==> config.mk <==
export PLATFORM = sky130hd
export DESIGN_NAME = readout_sched_flat
export DESIGN_NICKNAME = d
export VERILOG_FILES = /design/src/rtl/readout_sched_if.sv /design/src/rtl/readout_sched.sv /design/src/flat_wrapper.sv
export SDC_FILE = /design/constraint.sdc
export NUM_CORES = 1
export LEC_CHECK = 0
export ABC_AREA = 1
export CELL_PAD_IN_SITES_DETAIL_PLACEMENT = 1
export CELL_PAD_IN_SITES_GLOBAL_PLACEMENT = 1
export CORE_MARGIN = 3
export CORE_UTILIZATION = 30
export DETAILED_ROUTE_END_ITERATION = 6
export PLACE_DENSITY = 0.73
export SYNTH_ARGS = -nofsm -noshare
export SYNTH_HDL_FRONTEND = slang
export SYNTH_SLANG_ARGS = --single-unit
==> constraint.sdc <==
create_clock -name i_fifo_clk -period 5.7 [get_ports i_fifo_clk]
set_input_delay 1.71 -clock i_fifo_clk [delete_from_list [all_inputs] [get_ports i_fifo_clk]]
set_output_delay 1.71 -clock i_fifo_clk [all_outputs]
set_load 0.05 [all_outputs]
==> src/rtl/readout_sched_if.sv <==
// Host-link bundle of readout_sched: one captured word plus its source index, valid/ready.
// With READOUT_TIMESTAMP_EN the bundle also carries the req-cycle timestamp.
interface readout_sched_if #(
  parameter int WORD_W = 36,
  parameter int IDX_W  = 3
);
  logic              valid;
  logic              ready;
  logic [WORD_W-1:0] data;
  logic [IDX_W-1:0]  src;
`ifdef READOUT_TIMESTAMP_EN
  logic [31:0]       ts;

  modport master (output valid, data, src, ts, input ready);
  modport slave  (input valid, data, src, ts, output ready);
`else
  modport master (output valid, data, src, input ready);
  modport slave  (input valid, data, src, output ready);
`endif
endinterface

==> src/rtl/readout_sched.sv <==
// Round-robin serial readout of NBLK block FIFOs, flush sequencing and sticky overflow flags;
// word valid WORD_W+1+SKEW cycles after its req, no req while out_valid&&!out_ready; READOUT_TIMESTAMP_EN adds out_ts.
module readout_sched #(
  parameter int NBLK          = 8,
  parameter int IDX_W         = 3,
  parameter int WORD_W        = 36,
  parameter int SKEW          = 0,
  parameter int RST_CYCLES    = 5,
  parameter int SETTLE_CYCLES = 8
) (
  input  logic            i_fifo_clk,
  input  logic            i_fifo_rst_in,
  input  logic [NBLK-1:0] i_blk_empty,
  input  logic [NBLK-1:0] i_blk_oflow,
  input  logic [NBLK-1:0] i_blk_bit,
  output logic [NBLK-1:0] o_blk_req,
  output logic            o_blk_rst,
  input  logic            i_flush,
  input  logic            i_oflow_clr,
  output logic [NBLK-1:0] o_oflow_sticky,
  output logic            o_busy,
  readout_sched_if.master host
);

  localparam int SHIFT_LEN = SKEW + WORD_W;
  localparam int CNT_MAX   = (SHIFT_LEN > RST_CYCLES) ?
                             ((SHIFT_LEN > SETTLE_CYCLES) ? SHIFT_LEN : SETTLE_CYCLES) :
                             ((RST_CYCLES > SETTLE_CYCLES) ? RST_CYCLES : SETTLE_CYCLES);
  localparam int CNT_W     = $clog2(CNT_MAX + 1);

  localparam logic [CNT_W-1:0] C_SKEW       = CNT_W'(SKEW);
  localparam logic [CNT_W-1:0] C_SHIFT_LAST = CNT_W'(SHIFT_LEN - 1);
  localparam logic [CNT_W-1:0] C_RST_LAST   = CNT_W'(RST_CYCLES - 1);
  localparam logic [CNT_W-1:0] C_SET_LAST   = CNT_W'(SETTLE_CYCLES - 1);

  typedef enum logic [1:0] {
    S_IDLE,
    S_SHIFT,
    S_FLUSH_RST,
    S_FLUSH_SETTLE
  } state_t;

  state_t            r_state;
  logic [CNT_W-1:0]  r_cnt;
  logic [IDX_W-1:0]  r_ptr;
  logic [IDX_W-1:0]  r_gnt;
  logic [WORD_W-1:0] r_shift;
  logic              r_out_valid;
  logic [WORD_W-1:0] r_out_data;
  logic [IDX_W-1:0]  r_out_src;
  logic              r_blk_rst;
  logic [NBLK-1:0]   r_sticky;
`ifdef READOUT_TIMESTAMP_EN
  logic [31:0]       r_ts;
  logic [31:0]       r_ts_req;
  logic [31:0]       r_out_ts;
`endif

  logic              w_gnt_vld;
  logic [IDX_W-1:0]  w_gnt;
  logic              w_eligible;
  logic              w_req_go;
  logic              w_bit;
  logic [WORD_W-1:0] w_word;

  function automatic logic [IDX_W-1:0] rot_idx(input logic [IDX_W-1:0] base, input int off);
    int k;
    k = int'(base) + off;
    if (k >= NBLK) k = k - NBLK;
    return IDX_W'(k);
  endfunction

  // Scan from the farthest offset down so the nearest non-empty block at or after r_ptr wins.
  always_comb begin
    w_gnt_vld = 1'b0;
    w_gnt     = '0;
    for (int i = NBLK - 1; i >= 0; i--) begin
      if (!i_blk_empty[rot_idx(r_ptr, i)]) begin
        w_gnt_vld = 1'b1;
        w_gnt     = rot_idx(r_ptr, i);
      end
    end
  end

  assign w_eligible = w_gnt_vld && (!r_out_valid || host.ready);
  assign w_req_go   = (r_state == S_IDLE) && !i_flush && w_eligible;
  assign o_blk_req  = w_req_go ? (NBLK'(1) << w_gnt) : '0;

  assign w_bit  = i_blk_bit[r_gnt];
  assign w_word = {w_bit, r_shift[WORD_W-1:1]};

  always_ff @(posedge i_fifo_clk) begin
    if (i_fifo_rst_in) begin
      r_state     <= S_FLUSH_RST;
      r_cnt       <= '0;
      r_ptr       <= '0;
      r_gnt       <= '0;
      r_shift     <= '0;
      r_out_valid <= 1'b0;
      r_out_data  <= '0;
      r_out_src   <= '0;
      r_blk_rst   <= 1'b1;
      r_sticky    <= '0;
`ifdef READOUT_TIMESTAMP_EN
      r_ts        <= '0;
      r_ts_req    <= '0;
      r_out_ts    <= '0;
`endif
    end else begin
      r_sticky <= (r_sticky & ~{NBLK{i_oflow_clr}}) | i_blk_oflow;
`ifdef READOUT_TIMESTAMP_EN
      r_ts     <= r_ts + 32'd1;
`endif
      if (r_out_valid && host.ready) r_out_valid <= 1'b0;

      case (r_state)
        S_IDLE: begin
          if (i_flush) begin
            r_state     <= S_FLUSH_RST;
            r_cnt       <= '0;
            r_blk_rst   <= 1'b1;
            r_out_valid <= 1'b0;
          end else if (w_eligible) begin
            r_state <= S_SHIFT;
            r_cnt   <= '0;
            r_gnt   <= w_gnt;
            r_ptr   <= (w_gnt == IDX_W'(NBLK - 1)) ? '0 : w_gnt + 1'b1;
`ifdef READOUT_TIMESTAMP_EN
            r_ts_req <= r_ts;
`endif
          end
        end
        S_SHIFT: begin
          // First SKEW cycles after the req cycle only cover the board delay on blk_bit.
          r_cnt <= r_cnt + 1'b1;
          if (r_cnt >= C_SKEW) r_shift <= w_word;
          if (r_cnt == C_SHIFT_LAST) begin
            r_state     <= S_IDLE;
            r_out_valid <= 1'b1;
            r_out_data  <= w_word;
            r_out_src   <= r_gnt;
`ifdef READOUT_TIMESTAMP_EN
            r_out_ts    <= r_ts_req;
`endif
          end
        end
        S_FLUSH_RST: begin
          if (r_cnt == C_RST_LAST) begin
            r_state   <= S_FLUSH_SETTLE;
            r_cnt     <= '0;
            r_blk_rst <= 1'b0;
          end else begin
            r_cnt <= r_cnt + 1'b1;
          end
        end
        S_FLUSH_SETTLE: begin
          r_ptr <= '0;
          if (r_cnt == C_SET_LAST) r_state <= S_IDLE;
          else                     r_cnt   <= r_cnt + 1'b1;
        end
        default: r_state <= S_FLUSH_RST;
      endcase
    end
  end

  assign o_blk_rst      = r_blk_rst;
  assign o_oflow_sticky = r_sticky;
  assign o_busy         = (r_state != S_IDLE);
  assign host.valid     = r_out_valid;
  assign host.data      = r_out_data;
  assign host.src       = r_out_src;
`ifdef READOUT_TIMESTAMP_EN
  assign host.ts        = r_out_ts;
`endif

endmodule

==> src/flat_wrapper.sv <==
// flat-port wrapper written by rule: the top's interface ports become plain ports
module readout_sched_flat 
#(
  parameter int NBLK          = 8,
  parameter int IDX_W         = 3,
  parameter int WORD_W        = 36,
  parameter int SKEW          = 0,
  parameter int RST_CYCLES    = 5,
  parameter int SETTLE_CYCLES = 8
)
  (i_fifo_clk, i_fifo_rst_in, i_blk_empty, i_blk_oflow, i_blk_bit, o_blk_req, o_blk_rst, i_flush, i_oflow_clr, o_oflow_sticky, o_busy, host_valid, host_data, host_src, host_ready);
  readout_sched_if #(.WORD_W(WORD_W), .IDX_W(IDX_W)) host_i ();
  input  logic i_fifo_clk;
  input  logic i_fifo_rst_in;
  input  logic [NBLK-1:0] i_blk_empty;
  input  logic [NBLK-1:0] i_blk_oflow;
  input  logic [NBLK-1:0] i_blk_bit;
  output logic [NBLK-1:0] o_blk_req;
  output logic o_blk_rst;
  input  logic i_flush;
  input  logic i_oflow_clr;
  output logic [NBLK-1:0] o_oflow_sticky;
  output logic o_busy;
  output wire logic [$bits(host_i.valid)-1:0] host_valid;
  output wire logic [$bits(host_i.data)-1:0] host_data;
  output wire logic [$bits(host_i.src)-1:0] host_src;
  input wire logic [$bits(host_i.ready)-1:0] host_ready;
  assign host_valid = host_i.valid;
  assign host_data = host_i.data;
  assign host_src = host_i.src;
  assign host_i.ready = host_ready;
  readout_sched #(.NBLK(NBLK), .IDX_W(IDX_W), .WORD_W(WORD_W), .SKEW(SKEW), .RST_CYCLES(RST_CYCLES), .SETTLE_CYCLES(SETTLE_CYCLES)) u_core (.i_fifo_clk(i_fifo_clk), .i_fifo_rst_in(i_fifo_rst_in), .i_blk_empty(i_blk_empty), .i_blk_oflow(i_blk_oflow), .i_blk_bit(i_blk_bit), .o_blk_req(o_blk_req), .o_blk_rst(o_blk_rst), .i_flush(i_flush), .i_oflow_clr(i_oflow_clr), .o_oflow_sticky(o_oflow_sticky), .o_busy(o_busy), .host(host_i));
endmodule
---- Word level (Yosys, flattened, before mapping) ----
Cells that the tools add are included.
storage, ports and cells
  register bits ........................... 99
  logic and storage cells ................. 148
cells by class
  shift operators ......................... 1
  add/sub/neg operators ................... 17
  reductions and logical operators ........ 18
  muxes and demuxes ....................... 65
  magnitude comparators ................... 18
  eq/ne operators ......................... 15
  bitwise logic cells ..................... 4
operator list
  operator             number
  $mux 3               19
  $lt 3x4->1 const B   9
  $ge 4x4->1 const B   7
  $bmux 1 s3           9
  $mux 6               4
  $pmux 6 s4           1
  $sub 3x1->3 const B  8
  $mux 1               22
  $add 3x3->4 const B  4
  $eq 6x3->1 const B   2
  $mux 2               5
  $reduce_and 3->1     3
  $add 3x2->4 const B  2
  $and 8x8->8          1
  $mux 8               1
  $ne 2x1->1 const B   4
  $not 8->8            1
  $or 8x8->8           1
  $pmux 2 s4           1
  $shl 1x3->8 const A  1
  $add 6x1->6 const B  1
  $eq 6x6->1 const B   1
  $ge 6x1->1 const B   1
  $ne 2x2->1 const B   3
  17 further kinds     27

---- Depth between registers and ports, before layout ----
  word-level depth ........................ 18
  mapped depth ............................ 22
  gate-level depth less buffers ........... 21

---- Worst setup path after synthesis ----
Ideal clock, no wire load.
  path kind ............................... in2out
  start ................................... input port i_blk_empty[0]
  end ..................................... output port o_blk_req[1]
  stages on the path ...................... 17
  buffers on the path ..................... 0
  arrival time ............................ 3.904 ns
  path slack .............................. 0.086 ns
  data required time ...................... 3.990 ns
  cells stage by stage .................... nand2_1 -> nand3_1 -> nand2_1 -> nand2_1 -> nand2_1 -> a21oi_1 -> nand2_1 -> nand2_1 -> nand2_1 -> nand2_1 -> nand2_1 -> nand2_1 -> nand2_1 -> inv_1 -> ha_1 -> inv_1 -> nor3_1
RTL lines
  what                          line                 text
  start, declared               flat_wrapper.sv:15   input logic [NBLK-1:0] i_blk_empty;
  $bmux 1 s3                    readout_sched.sv:78  if (!i_blk_empty[rot_idx(r_ptr, i)]) begin
  $mux 1 (not written as such)  readout_sched.sv:78
  $mux 3 (7 in a row)           readout_sched.sv:78
  $mux 3 (*)                    readout_sched.sv:78
  named net u_core.w_gnt[1]     readout_sched.sv:60  logic [IDX_W-1:0] w_gnt;
  $shl 1x3->8 (*)               readout_sched.sv:87  assign o_blk_req = w_req_go ? (NBLK'(1) << w_gnt) : '0;
  $mux 8 (*)                    readout_sched.sv:87
  end, declared                 flat_wrapper.sv:18   output logic [NBLK-1:0] o_blk_req;
The timed path passes the listed nets; every way through them passes the cells marked *. The select of a mux whose other input is x is not followed.

---- Final worst setup path ----
  start ................................... input port i_blk_empty[3]
  end ..................................... output port o_blk_req[0]
Same word-level chain as after synthesis.

==> flow_metrics.py <==
metrics = {
    "run_status": {
        "outcome": "finished, final reports clean",
    },
    "power_and_ir_drop": {
        "irDropWorstVdd_v": 0.000147,
        "powerDensity_nw_per_um2": 303,
        "power_leakage_nw": 2.53,
    },
    "drt": {
        "wire_per_inst_um": 14.7,
        "via_count": 4370,
        "firstDrtPassIters": 6,
        "route.detailed.drc": 0,
        "drt_iter0_drc": 183,
        "drtAntennaViolNets": 0,
        "totalWireLength_um": 13200,
        "viasPerCell": 4.86,
    },
    "timing": {
        "tns_ns": 0,
        "rsz0062_at_grt": "false",
        "relSlewSlack": 0.375,
        "slew_viol_final": 0,
        "setup_violations": 0,
        "hold_slack_ns": 0.461,
        "post-route-min-period_ns": 5.37,
        "fmax_mhz": 186,
        "tightest_slew_ns": 0.936,
        "finalHoldViolCount": 0,
        "fin_crit_sh": 0.941,
        "fin_skew_ns": 0.00861,
    },
    "yosys": {
        "ys_top_cells_by_area": "dfxtp_1 44%, nand2_1 15%, a21oi_1 7.9%",
        "synth-main-ff-cell": "dfxtp_1",
        "syn-cell-area_sq_um": 4500,
        "yosysSeqAreaShare": 0.436,
        "syn_inst": 635,
        "ys_ff_latch": 98,
        "synth_warnings": 0,
        "netlist.area_leader.share": 0.436,
        "ys_top_cells_by_count": "174 x nand2_1, 98 x dfxtp_1, 86 x nor2_1, 71 x a21oi_1, 42 x o21ai_0",
        "syn_area_per_cell_sq_um": 7.08,
        "synthDistinctLibCells": 37,
        "synth_edf_count": 0,
        "yosysMostFrequentCell": "nand2_1",
        "synth_nets": 674,
        "synth_area_leader_cell": "dfxtp_1",
        "async_reset_ff_frac": 0,
    },
    "placed_design": {
        "finalWeightedCongestion": 0.907,
        "dpl.hpwl_um": 9060,
        "port_buffers": 86,
        "post-place-cells": 882,
    },
    "die": {
        "fp-row-count": 44,
        "die-area_sq_um": 16500,
        "boundaryPins": 87,
        "coreArea_sq_um": 14600,
        "die_w_um": 128,
        "die_h_um": 128,
        "initial_core_util": 0.308,
    },
    "worst_setup_path": {
        "cp.required_ns": 3.99,
        "crit_path_max_fanout": 3,
        "startpoint_type": "input port",
        "startpoint": "i_blk_empty[3]",
        "path_class": "input port to output pin",
        "critical_path_depth": 17,
        "worstPathCellList": "dlymetal6s2s_1 > nand2_1 > nand3_2 > nand2_2 > nand2_2 > nand2_2 > nor2_2 > o21ai_0 > nand2_1 > nand3_2 > nand2_2 > inv_2 > ha_2 > inv_2 > nor3_2 > buf_4 > buf_12",
        "worst_setup_path_end_kind": "output pin",
        "slowest_stage": "nor3_2",
        "timing.rr.start": "u_core.r_ptr[1]",
        "critical-path-top-delay-family": "simple AND/OR/NAND/NOR gates",
        "slowest_delay_ns": 0.21,
        "worst_path_most_repeated_cell": "nand2_2",
        "cp.arrival_ns": 3.66,
        "cp_num_buf_inv": 5,
        "reg2reg_depth": 19,
    },
    "grt": {
        "grt_util_met3": 0.0315,
        "grt_pass1_wl_um": 22000,
        "grt_max_degree": 64,
        "grt_use_met1": 0.200,
        "grt_use_total": 0.162,
        "grt_pass1_vias": 4673,
        "use_met2": 0.281,
        "antenna_found_initial": 0,
        "grt_overflow_total": 0,
        "grt-busiest-layer": "met2",
    },
    "clock_network": {
        "htreeDepth": 3,
        "path_clk_slew_ns": 0.07,
        "clk_latency_ns": 0.35,
        "clock_sinks": 98,
        "cts_tree": "done",
        "postCtsHoldBufs": 0,
        "numCtsBuffers": 9,
        "clockBufferDepth": 2,
        "root_buffer": "clkbuf_16",
    },
    "finish": {
        "diodes": 0,
        "drive_gt1_frac": 0.180,
        "layout.nets": 751,
        "layoutNonFillerInstCount": 900,
        "syn_to_final_growth_pct": 35.8,
    },
    "worst_hold_path": {
        "hp-start": "u_core.host.data[12]",
        "min_delay_path_depth": 2,
        "hold_path.class": "flip-flop to flip-flop",
    },
    "job": {
        "cap_violations": 0,
    },
}
-- area by class of cell --
cell class / count / area (sq um)
inverters: 48 / 184
clock inverters: 5 / 87.6
fillers: 1790 / 8480
repair buffers: 96 / 1030
well taps: 184 / 230
flip-flops and latches: 98 / 1960
clock buffers: 10 / 229
multi-input cells: 459 / 2380
-- placed cells by master (no fill, tap or decap), drive strengths merged, types with 2 or more instances in the layout --
cell type,instances
a21oi,75
or2,2
nand3,32
clkdlybuf4s50,69
inv,49
buf,19
o21bai,2
dlymetal6s2s,8
nand2,186
bufinv,2
o21ai,43
xor2,6
clkbuf,10
nand4,4
ha,10
nor2,89
nor3,4
dfxtp,98
-- kinds of logic (layout without fill, tap and decap cells) --
| logic type | count (synthesis) | after routing | share of synthesized area |
|---|---|---|---|
| flops | 98 | 98 | 0.436 |
| xor+xnor | 7 | 7 | 0.0170 |
| compound gates | 124 | 124 | 0.146 |
| simple gates | 318 | 318 | 0.296 |
| fa+ha+maj | 10 | 10 | 0.0278 |
| buf+inv | 78 | 159 | 0.0774 |
-- metal layers --
layer	up-vias	part of all wire	wire length, um
met5	-	0	0
met4	0	0.020	268
met3	27	0.037	485
met2	95	0.49	6420
met1	2073	0.46	6050
li1	2175	-	-
-- final timing paths --
check | to | slack (ns)
worst min register to register | u_core.host.data[12] | 0.46
worst max register to register | u_core.r_ptr[2] | 2.66
worst max-delay path | o_blk_req[0] | 0.33
worst min-delay path | u_core.host.data[12] | 0.46
-- worst reg2reg max path, cell delays in order (launching register included) --
cell and delay (ns):
dfxtp_1 0.31, buf_4 0.22, inv_4 0.10, ha_1 0.40, inv_2 0.21, nand3_2 0.12, nand2_2 0.09, inv_2 0.05
nand2_1 0.06, o21ai_2 0.08, o21ai_0 0.18, inv_1 0.06, nand2_1 0.06, nand2_1 0.06, nand2_2 0.09, nand2_4 0.07
ha_4 0.16, ha_1 0.29, or2_1 0.25, a21oi_2 0.13
-- through the flow --
step           cell area [sq um]  power, mW  setup WS (ns)   util
5_1_grt                     6110       1.96          0.212  0.419
2_1_floorplan               4500       1.04         0.0856      -
3_5_place_dp                5560       1.16         -0.104  0.381
4_1_cts                     5900       1.83        0.00822  0.404
3_3_place_gp                5560       1.14        -0.0234  0.381
6_report                    6110       1.85          0.334  0.419
-- sequential cells by signal, indices dropped and copies added (netlist names) --
register and cells:
u_core.r_ptr 3, u_core.r_cnt 6, u_core.host.valid 1, u_core.o_blk_rst 1, u_core.host.src 3, u_core.o_oflow_sticky 8
u_core.r_shift 35, u_core.r_gnt 3, u_core.host.data 36, u_core.r_state 2
-- repair_timing --
item,CTS,global route
pin swaps,1,4
hold endpoints to repair,0,0
gates resized for setup,8,61
setup buffers,0,3
setup endpoints to repair,5,8
-- report_power, final --
group / switching, mW / total [mW] / internal, mW
Clock: 0.271 / 0.658 / 0.387
Sequential: 0.0317 / 0.744 / 0.713
Combinational: 0.290 / 0.447 / 0.158
Total: 0.592 / 1.85 / 1.26
(Power assumes the default switching activity.)
